===== src/rtl/l2_pkg.sv =====
// l2_pkg
//   Line geometry and controller state encoding. Both the L2 cache and its
//   refill controller import this package, so the two always agree on line
//   size and beat count.
//   Contents:
//     LINE_SIZE      - line size in bytes
//     WORDS_PER_LINE - 32-bit words per line, one memory beat each
//     BEAT_BITS      - width of the beat index inside a line
//     l2_state_e     - refill controller state encoding
package l2_pkg;

    localparam int LINE_SIZE      = 16;
    localparam int WORDS_PER_LINE = 4;
    localparam int BEAT_BITS      = 2;

    typedef enum logic [1:0] {
        ST_IDLE   = 2'd0,
        ST_LOOKUP = 2'd1,
        ST_FETCH  = 2'd2,
        ST_RESP   = 2'd3
    } l2_state_e;

endpackage


===== src/rtl/l2_refill_ctrl_if.sv =====
// l2_refill_ctrl_if
//   Upstream request/response channel of the L2 refill controller.
//   Signals:
//     req_valid  - requester has a read request
//     req_addr   - byte address of the request
//     req_ready  - controller can take a request this cycle
//     resp_valid - one-cycle response strobe
//     resp_data  - requested word
//   Handshake: a request transfers on a rising clk edge where req_valid and
//   req_ready are both high. The requester holds req_valid and req_addr
//   stable until that edge. resp_valid is a single-cycle strobe with no
//   back-pressure, and the controller answers each accepted request exactly
//   once.
//   Modports: master = requester, slave = controller.
interface l2_refill_ctrl_if #(
    parameter int ADDR_WIDTH = 32,
    parameter int DATA_WIDTH = 32
);

    logic                  req_valid;
    logic [ADDR_WIDTH-1:0] req_addr;
    logic                  req_ready;
    logic                  resp_valid;
    logic [DATA_WIDTH-1:0] resp_data;

    modport master (
        output req_valid, req_addr,
        input  req_ready, resp_valid, resp_data
    );

    modport slave (
        input  req_valid, req_addr,
        output req_ready, resp_valid, resp_data
    );

endinterface


===== src/rtl/l2_refill_ctrl.sv =====
// l2_refill_ctrl
//   Serves single-word reads from the L2. A read that misses in the L2
//   refills the whole line from main memory, one word per beat, in beat
//   order 0..3. Each returned beat is written into the L2 on the following
//   cycle. The line is marked valid only with the final beat, so an aborted
//   refill leaves the line invalid.
//   Ports:
//     clk, rst            - clock; asynchronous active-high reset
//     up (slave)          - req_valid/req_addr/req_ready/resp_valid/resp_data
//     l2_addr             - L2 lookup address (the latched request address)
//     l2_hit, l2_r_data   - combinational L2 lookup result for l2_addr
//     fill_en, fill_mark_valid, fill_addr, fill_data - L2 word-fill port
//     mem_rd_en, mem_rd_addr, mem_rd_valid, mem_rd_data - memory read channel
//     miss_count          - saturating L2 miss counter
//     dbg_state_o         - current FSM state
module l2_refill_ctrl
    import l2_pkg::*;
#(
    parameter int ADDR_WIDTH = 32,
    parameter int DATA_WIDTH = 32,
    parameter int LINE_SIZE  = l2_pkg::LINE_SIZE
) (
    input  logic                  clk,
    input  logic                  rst,
    l2_refill_ctrl_if.slave       up,
    output logic [ADDR_WIDTH-1:0] l2_addr,
    input  logic                  l2_hit,
    input  logic [DATA_WIDTH-1:0] l2_r_data,
    output logic                  fill_en,
    output logic                  fill_mark_valid,
    output logic [ADDR_WIDTH-1:0] fill_addr,
    output logic [DATA_WIDTH-1:0] fill_data,
    output logic                  mem_rd_en,
    output logic [ADDR_WIDTH-1:0] mem_rd_addr,
    input  logic                  mem_rd_valid,
    input  logic [DATA_WIDTH-1:0] mem_rd_data,
    output logic [31:0]           miss_count,
    output l2_state_e             dbg_state_o
);

    localparam int OFF_BITS = $clog2(LINE_SIZE);
    localparam logic [BEAT_BITS-1:0] LAST_BEAT = BEAT_BITS'(WORDS_PER_LINE - 1);

    l2_state_e             state_q, state_d;
    logic [ADDR_WIDTH-1:0] addr_q, addr_d;
    logic [BEAT_BITS-1:0]  beat_q, beat_d;
    logic                  gap_q, gap_d;
    logic [DATA_WIDTH-1:0] resp_data_q, resp_data_d;
    logic [31:0]           miss_q, miss_d;
    logic                  fill_en_q, fill_en_d;
    logic                  fill_mark_q, fill_mark_d;
    logic [ADDR_WIDTH-1:0] fill_addr_q, fill_addr_d;
    logic [DATA_WIDTH-1:0] fill_data_q, fill_data_d;
    logic [ADDR_WIDTH-1:0] beat_addr;

    // Word address of the current beat within the latched line.
    assign beat_addr = {addr_q[ADDR_WIDTH-1:OFF_BITS], beat_q, 2'b00};

    always_ff @(posedge clk or posedge rst) begin
        if (rst) begin
            state_q     <= ST_IDLE;
            addr_q      <= '0;
            beat_q      <= '0;
            gap_q       <= 1'b0;
            resp_data_q <= '0;
            miss_q      <= '0;
            fill_en_q   <= 1'b0;
            fill_mark_q <= 1'b0;
            fill_addr_q <= '0;
            fill_data_q <= '0;
        end else begin
            state_q     <= state_d;
            addr_q      <= addr_d;
            beat_q      <= beat_d;
            gap_q       <= gap_d;
            resp_data_q <= resp_data_d;
            miss_q      <= miss_d;
            fill_en_q   <= fill_en_d;
            fill_mark_q <= fill_mark_d;
            fill_addr_q <= fill_addr_d;
            fill_data_q <= fill_data_d;
        end
    end

    always_comb begin
        state_d       = state_q;
        addr_d        = addr_q;
        beat_d        = beat_q;
        gap_d         = gap_q;
        resp_data_d   = resp_data_q;
        miss_d        = miss_q;
        fill_en_d     = 1'b0;
        fill_mark_d   = 1'b0;
        fill_addr_d   = fill_addr_q;
        fill_data_d   = fill_data_q;
        up.req_ready  = 1'b0;
        up.resp_valid = 1'b0;
        mem_rd_en     = 1'b0;

        case (state_q)
            ST_IDLE: begin
                up.req_ready = 1'b1;
                if (up.req_valid) begin
                    addr_d  = up.req_addr;
                    state_d = ST_LOOKUP;
                end
            end
            ST_LOOKUP: begin
                if (l2_hit) begin
                    resp_data_d = l2_r_data;
                    state_d     = ST_RESP;
                end else begin
                    beat_d  = '0;
                    gap_d   = 1'b0;
                    if (miss_q != 32'hFFFF_FFFF) begin
                        miss_d = miss_q + 32'd1;
                    end
                    state_d = ST_FETCH;
                end
            end
            ST_FETCH: begin
                // gap_q is the one idle cycle between beats. A read is
                // outstanding only while mem_rd_en is high, so mem_rd_valid
                // during the gap is ignored.
                if (gap_q) begin
                    gap_d = 1'b0;
                end else begin
                    mem_rd_en = 1'b1;
                    if (mem_rd_valid) begin
                        fill_en_d   = 1'b1;
                        fill_addr_d = beat_addr;
                        fill_data_d = mem_rd_data;
                        fill_mark_d = (beat_q == LAST_BEAT);
                        if (beat_q == addr_q[OFF_BITS-1:2]) begin
                            resp_data_d = mem_rd_data;
                        end
                        if (beat_q == LAST_BEAT) begin
                            state_d = ST_RESP;
                        end else begin
                            beat_d = beat_q + 1'b1;
                            gap_d  = 1'b1;
                        end
                    end
                end
            end
            ST_RESP: begin
                up.resp_valid = 1'b1;
                state_d       = ST_IDLE;
            end
            default: begin
                state_d = ST_IDLE;
            end
        endcase
    end

    assign up.resp_data      = resp_data_q;
    assign l2_addr           = addr_q;
    assign mem_rd_addr       = beat_addr;
    assign fill_en           = fill_en_q;
    assign fill_mark_valid   = fill_mark_q;
    assign fill_addr         = fill_addr_q;
    assign fill_data         = fill_data_q;
    assign miss_count        = miss_q;
    assign dbg_state_o       = state_q;

endmodule


===== src/flat_wrapper.sv =====
// flat-port wrapper written by rule: the top's interface ports become plain ports
module l2_refill_ctrl_flat import l2_pkg::*;
#(
    parameter int ADDR_WIDTH = 32,
    parameter int DATA_WIDTH = 32,
    parameter int LINE_SIZE  = l2_pkg::LINE_SIZE
)
  (clk, rst, l2_addr, l2_hit, l2_r_data, fill_en, fill_mark_valid, fill_addr, fill_data, mem_rd_en, mem_rd_addr, mem_rd_valid, mem_rd_data, miss_count, dbg_state_o, up_req_valid, up_req_addr, up_req_ready, up_resp_valid, up_resp_data);
  l2_refill_ctrl_if #(.ADDR_WIDTH(ADDR_WIDTH), .DATA_WIDTH(DATA_WIDTH)) up_i ();
  input  logic clk;
  input  logic rst;
  output logic [ADDR_WIDTH-1:0] l2_addr;
  input  logic l2_hit;
  input  logic [DATA_WIDTH-1:0] l2_r_data;
  output logic fill_en;
  output logic fill_mark_valid;
  output logic [ADDR_WIDTH-1:0] fill_addr;
  output logic [DATA_WIDTH-1:0] fill_data;
  output logic mem_rd_en;
  output logic [ADDR_WIDTH-1:0] mem_rd_addr;
  input  logic mem_rd_valid;
  input  logic [DATA_WIDTH-1:0] mem_rd_data;
  output logic [31:0] miss_count;
  output l2_state_e dbg_state_o;
  input wire logic [$bits(up_i.req_valid)-1:0] up_req_valid;
  input wire logic [$bits(up_i.req_addr)-1:0] up_req_addr;
  output wire logic [$bits(up_i.req_ready)-1:0] up_req_ready;
  output wire logic [$bits(up_i.resp_valid)-1:0] up_resp_valid;
  output wire logic [$bits(up_i.resp_data)-1:0] up_resp_data;
  assign up_i.req_valid = up_req_valid;
  assign up_i.req_addr = up_req_addr;
  assign up_req_ready = up_i.req_ready;
  assign up_resp_valid = up_i.resp_valid;
  assign up_resp_data = up_i.resp_data;
  l2_refill_ctrl #(.ADDR_WIDTH(ADDR_WIDTH), .DATA_WIDTH(DATA_WIDTH), .LINE_SIZE(LINE_SIZE)) u_core (.clk(clk), .rst(rst), .up(up_i), .l2_addr(l2_addr), .l2_hit(l2_hit), .l2_r_data(l2_r_data), .fill_en(fill_en), .fill_mark_valid(fill_mark_valid), .fill_addr(fill_addr), .fill_data(fill_data), .mem_rd_en(mem_rd_en), .mem_rd_addr(mem_rd_addr), .mem_rd_valid(mem_rd_valid), .mem_rd_data(mem_rd_data), .miss_count(miss_count), .dbg_state_o(dbg_state_o));
endmodule

===== config.mk =====
export PLATFORM = sky130hd
export DESIGN_NAME = l2_refill_ctrl_flat
export DESIGN_NICKNAME = d
export VERILOG_FILES = /design/src/rtl/l2_pkg.sv /design/src/rtl/l2_refill_ctrl_if.sv /design/src/rtl/l2_refill_ctrl.sv /design/src/flat_wrapper.sv
export SDC_FILE = /design/constraint.sdc
export NUM_CORES = 1
export LEC_CHECK = 0
export CAP_MARGIN = 15
export CORE_MARGIN = 4
export CORE_UTILIZATION = 43
export CTS_BUF_LIST = sky130_fd_sc_hd__clkbuf_16
export CTS_CLUSTER_DIAMETER = 30
export DETAILED_ROUTE_END_ITERATION = 10
export PLACE_DENSITY_LB_ADDON = 0.25
export SLEW_MARGIN = 10
export SYNTH_ARGS = -nofsm -noshare
export SYNTH_HDL_FRONTEND = slang
export SYNTH_SLANG_ARGS = --single-unit

===== constraint.sdc =====
create_clock -name clk -period 7.37 [get_ports clk]
set_input_delay 1.8425 -clock clk [delete_from_list [all_inputs] [get_ports clk]]
set_output_delay 1.8425 -clock clk [all_outputs]
set_load 0.005 [all_outputs]

==> impl_metrics.tcl, run 1 <==
set metrics [dict create \
    grt_max_degree 78 \
    vias 5793 \
    clkSinkCount 165 \
    status "complete, no violations" \
    synth-seq-area-share_pct 57.15 \
    cts_hold_buffers 0 \
    drc 0 \
    postCtsResizedCells 0 \
    grt_pass1_wl_um 30240 \
    via_per_inst 4.856 \
    synth_area_leaders "dfrtp_1, nand2_1, mux2_2, mux2i_1, buf_4" \
    relSlewSlack_pct 35.46 \
    track_usage_pct 20.77 \
    final_layout_size_suffix_gt1_share_pct 8.530 \
    stdcell_count 1193 \
    r2r_slack_ns 4.88 \
    path_class "flop to primary output" \
    max_freq_ghz 0.2624 \
    synth_area_leader_cell "dfrtp_1" \
    dp.cells 1160 \
    coreArea_um2 16520 \
    r2r_start "u_core.dbg_state_o[0]" \
    p_leak_nw 4.847 \
    ys.flop_type "dfrtp_1" \
    die_width_um 137.6 \
    postCtsSetupRepairBufs 0 \
    syn_area_per_cell_um2 10.39 \
    hold_path_class "flop to flop" \
    clockRootBuffer "clkbuf_16" \
    nets 1069 \
    rsz0062_at_grt "no" \
    ys_ff_latch 165 \
    port_buffers 295 \
    powerDensity_nw_per_um2 389.0 \
    grt_pass1_vias 5770 \
    finalWirelength_um 19690 \
    cts_inserted_buffers 17 \
    fin_tns_setup_ns 0 \
    cap_violations 0 \
    fillers 1344 \
    worstPathArrival_ns 1.97 \
    netlist.area_leader.share_pct 57.15 \
    cts_tree "built" \
    synth_cell_type_count 46 \
    place.gp.congestion 0.8282 \
    dr.pass1.iters 4 \
    synthCells 695 \
    ys_warn_count 0 \
    antenna_cells 0 \
    placementRows 47 \
    path_max_fanout 6 \
    tightest_slew_ns 0.9681 \
    wire_per_inst_um 16.50 \
    final.setup_skew_ns 0.01052 \
    area_growth_pct 48.70 \
    dr.first_iter.drc_count 315 \
    synth_area_um2 7224 \
    hold_viol_final 0 \
    clock_path_buffers 2 \
    initial_core_util_pct 43.72 \
    finalCritPeriodShare_pct 51.72 \
    h-tree-depth 4 \
    async_flop_share_pct 100.0 \
    endpoint "mem_rd_en" \
    clkLatencyLatePin_ns 0.42 \
    io_pins 300 \
    crit_required_ns 5.53 \
    worstSetupStartpoint "u_core.dbg_state_o[0]" \
    min_period_ns 3.811 \
    ant_nets 0 \
    die_height_um 137.6 \
    r2r-end "u_core.up.resp_data[24]" \
    critPathLaunchType "flop" \
    place_hpwl_um 14140 \
    final-setup-viol-count 0 \
    endpoint_kind "primary output" \
    ir_drop_v 0.0002093 \
    clk_pin_slew_worst_paths_ns 0.06 \
    finalMaxSlewViolations 0 \
    dieArea_um2 18940 \
    antenna_found_initial 0 \
    synth_edf_count 0 \
    globalRouteOverflowTotal 0 \
    rr_worst_depth 7 \
]
[cells by family (layout without fill, tap and decap cells)]
group	count (synthesis)	after routing	synth area share (%)
other	1	4	0.05191
flip-flops	165	165	57.15
XOR/XNOR	31	31	3.758
adder cells (fa/ha/maj)	8	8	1.386
AO/OA/AOI/OAI	57	57	4.642
buffers and inverters	71	346	5.490
AND/OR/NAND/NOR	297	297	17.89
multiplexers	65	65	9.629
[synth_stat cells (all sizes together) (2+ instances only)]
cell type,n
mux2,33
a22o,2
buf,43
ha,8
or3,2
mux2i,32
nor2,6
o21ai,40
nand2,233
xnor2,20
inv,12
or2,2
and4,3
a21oi,4
clkbuf,16
and3,8
nor3,4
nor4,6
nand4,14
xor2,11
nor2b,2
a211oi,2
nand3,12
dfrtp,165
[how the worst min path moves through the flow]
stage | start | endpoint | slack (ns) | cells past startpoint
global placement | u_core.fill_addr[18] | u_core.fill_addr[18] | 0.46 | 2
detailed placement | u_core.fill_addr[16] | u_core.fill_addr[16] | 0.46 | 2
global route | u_core.fill_data[18] | u_core.fill_data[18] | 0.49 | 2
floorplan | u_core.fill_data[0] | u_core.fill_data[0] | 0.47 | 2
finish | u_core.fill_data[3] | u_core.fill_data[3] | 0.47 | 2
CTS | u_core.fill_data[3] | u_core.fill_data[3] | 0.48 | 2
[cell type report]
| class | count | area [µm²] | area share, % |
|---|---|---|---|
| clock buffer | 17 | 425.4 | 3.960 |
| clock inverter | 15 | 132.6 | 1.235 |
| sequential | 165 | 4129 | 38.43 |
| inverter | 12 | 50.05 | 0.4659 |
| timing repair buffer | 302 | 3018 | 28.09 |
| tap | 220 | 275.3 | 2.562 |
| multi-input combinational | 462 | 2713 | 25.25 |
[registers in the layout (all words and copies together) (netlist names)]
name	cells
u_core.up.resp_data	32
u_core.gap_q	1
u_core.fill_data	32
u_core.fill_mark_valid	1
u_core.beat_q	2
u_core.fill_addr	30
u_core.dbg_state_o	2
u_core.miss_count	32
u_core.l2_addr	32
u_core.fill_en	1
[through the flow]
step / hold WS (ns) / cell area, µm² / setup WS (ns) / util, % / total power, W
after CTS: 0.4770 / 10720 / 3.539 / 64.89 / 0.004234
after detailed placement: 0.4611 / 10160 / 3.438 / 61.51 / 0.003383
after global placement: 0.4578 / 10160 / 3.481 / 61.51 / 0.003342
after global routing: 0.4890 / 10740 / 3.476 / 65.01 / 0.004468
after floorplan: 0.4697 / 7236 / 1.066 / - / 0.002324
final: 0.4698 / 10740 / 3.559 / 65.01 / 0.004179
[power breakdown]
group,total [W],switching (W),internal (W)
clock network,0.000829,0.000364,0.000466
registers,0.00153,0.000262,0.00127
logic,0.00182,0.000734,0.00108
total,0.00418,0.00136,0.00282
[critical path, cell delays in order (launching register included)]
cell,delay [ns]
dfrtp_1,0.42
inv_1,0.18
ha_2,0.21
inv_1,0.06
nor2_1,0.14
clkdlybuf4s50_1,0.54
[layout by cell type (no fill, tap or decap), types with 6 or more instances in the layout]
| master | synthesis | final |
|---|---|---|
| mux2_2 | 32 | 32 |
| and3_1 | 8 | 8 |
| o21ai_0 | 40 | 40 |
| nor2_1 | 6 | 6 |
| mux2i_1 | 32 | 32 |
| inv_1 | 11 | 11 |
| buf_4 | 32 | 6 |
| clkbuf_16 | 0 | 17 |
| nand2_1 | 233 | 233 |
| nand3_1 | 12 | 12 |
| dfrtp_1 | 165 | 165 |
| xnor2_1 | 20 | 20 |
| clkinv_4 | 0 | 6 |
| ha_1 | 8 | 7 |
| xor2_1 | 11 | 11 |
| clkdlybuf4s50_1 | 0 | 295 |
| nand4_1 | 12 | 12 |
[per-layer routing]
metal  vias to the layer above  global-route usage, %  wire length [µm]
met1                      2780                  24.93              7845
met3                        25                  7.414              1554
li1                       2801                      -                 -
met2                       187                  34.87              9898
met4                         0                  6.652               392
met5                         -                      0                 0
No activity file was read; power rests on OpenSTA's default activity.
==> run 2, diff against run 1 <==
==> constraint.sdc (replaced) <==
create_clock -name clk -period 3.6 [get_ports clk]
set_input_delay 0.9 -clock clk [delete_from_list [all_inputs] [get_ports clk]]
set_output_delay 0.9 -clock clk [all_outputs]
set_load 0.005 [all_outputs]
==> run 2 against run 1 <==
Against the previous run: clock skew decreased by 0.0047 ns; via count increased by 0.57%; core utilization increased by 0.51 points; sequential power increased by 100%; global-route usage increased by 0.30 points; sequential share of layout area decreased by 0.30 points; hold slack improved by 0.00074 ns; flip-flop and latch count unchanged; design area increased by 0.79%; register-to-register slack got worse by 3.7 ns; critical endpoint unchanged; routed wire length about the same; highest routed layer unchanged; total power increased by 110%.
==> impl_metrics.tcl, run 2 (synthesis results as in run 1) <==
set metrics [dict create \
    status "complete, no violations" \
    dr.pass1.iters 4 \
    powerDensity_nw_per_um2 805.9 \
    port_buffers 295 \
    coreArea_um2 16520 \
    dr.first_iter.drc_count 290 \
    placed_area_um2 10220 \
    clkSinkCount 165 \
    hold_viol_final 0 \
    place_hpwl_um 14230 \
    area_growth_pct 49.88 \
    grt_pass1_wl_um 30800 \
    critPathLaunchType "flop" \
    finalCritPeriodShare_pct 80.01 \
    grt_max_degree 65 \
    dp.cells 1162 \
    initial_core_util_pct 43.72 \
    wire_per_inst_um 16.50 \
    fin_tns_setup_ns 0 \
    cts_tree "built" \
    globalRouteOverflowTotal 0 \
    die_height_um 137.6 \
    rsz0062_at_grt "no" \
    worstPathArrival_ns 1.98 \
    ant_nets 0 \
    h-tree-depth 4 \
    antenna_cells 0 \
    io_pins 300 \
    postCtsResizedCells 0 \
    seqCellArea_um2 4129 \
    whs_ns 0.4705 \
    final_common_cell "clkdlybuf4s50_1" \
    cts_hold_buffers 0 \
    dieArea_um2 18940 \
    hold_path_class "flop to flop" \
    finalMaxSlewViolations 0 \
    fin_util_pct 65.53 \
    track_usage_pct 21.07 \
    via_per_inst 4.879 \
    clk_pin_slew_worst_paths_ns 0.06 \
    cap_violations 0 \
    place.gp.congestion 0.8558 \
    min_period_ns 2.880 \
    endpoint_kind "primary output" \
    clockRootBuffer "clkbuf_16" \
    ir_drop_v 0.0004140 \
    vias 5826 \
    path_class "flop to primary output" \
    clock_path_buffers 2 \
    postCtsSetupRepairBufs 0 \
    final_cell_area_um2 10830 \
    grt_pass1_vias 5903 \
    cts_inserted_buffers 17 \
    stdcell_count 1194 \
    crit_required_ns 2.70 \
    relSlewSlack_pct 49.94 \
    fillers 1316 \
    clkLatencyLatePin_ns 0.42 \
    final_layout_size_suffix_gt1_share_pct 8.522 \
    layout_common_cells "clkdlybuf4s50_1, nand2_1, dfrtp_1" \
    die_width_um 137.6 \
    max_freq_ghz 0.3472 \
    tightest_slew_ns 0.7509 \
    multi_input_area_um2 2713 \
    placementRows 47 \
    antenna_found_initial 0 \
    p_leak_nw 4.876 \
    nets 1070 \
    drc 0 \
    path_max_fanout 6 \
    finalWirelength_um 19700 \
    final.setup_skew_ns 0.005852 \
    final-setup-viol-count 0 \
]
## run 2: cell count changes in the layout (fill, tap and decap cells not counted), sizes merged
cell      delta
clkinvlp     +2
bufinv       +3
clkinv       -2
buf          +1
inv          -3
## run 2: area by class of cell
cell class / instances / share of cell area [%]
inverter: 12 / 0.4507
clock inverter: 15 / 1.722
clock buffer: 17 / 3.929
multi-input combinational: 462 / 25.05
timing repair buffer: 303 / 28.17
tap: 220 / 2.542
sequential: 165 / 38.13
## run 2: layer usage
layer,global-route usage (%),up-vias,wire length (µm)
met4,8.592,0,529
li1,-,2809,-
met1,25.50,2774,7959
met3,6.501,36,1388
met5,0,-,0
met2,35.01,207,9826
## run 2: critical path, stage by stage, from the launching register on
cell             delay [ns]
dfrtp_1                0.42
inv_1                  0.18
ha_2                   0.21
inv_1                  0.07
nor2_1                 0.15
clkdlybuf4s50_1        0.52
## run 2: worst paths after layout
check	cells past startpoint	end	slack (ns)	startpoint
setup / recovery	5	mem_rd_en	0.72	u_core.dbg_state_o[0]
hold / removal	2	u_core.fill_data[19]	0.47	u_core.fill_data[19]
setup reg to reg	7	u_core.up.resp_data[28]	1.15	u_core.dbg_state_o[0]
hold reg to reg	2	u_core.fill_data[19]	0.47	u_core.fill_data[19]
max in group asynchronous	3	u_core.l2_addr[14]	1.96	rst
min in group asynchronous	2	u_core.up.resp_data[5]	0.92	rst
## run 2: report_power, final
group	internal [W]	total, W	switching (W)	leakage, nW
Sequential	0.00260	0.00312	0.000524	2.08
Combinational	0.00222	0.00372	0.00150	2.50
Clock	0.00115	0.00188	0.000729	0.292
Total	0.00597	0.00873	0.00275	4.88
## run 2: through the flow
stage | setup WS (ns) | power, W
final | 0.7196 | 0.008726
after CTS | 0.7080 | 0.008856
after global routing | 0.6157 | 0.009314
after detailed placement | 0.7595 | 0.006927
after floorplan | 0.6012 | 0.004758
after global placement | 0.7964 | 0.006839
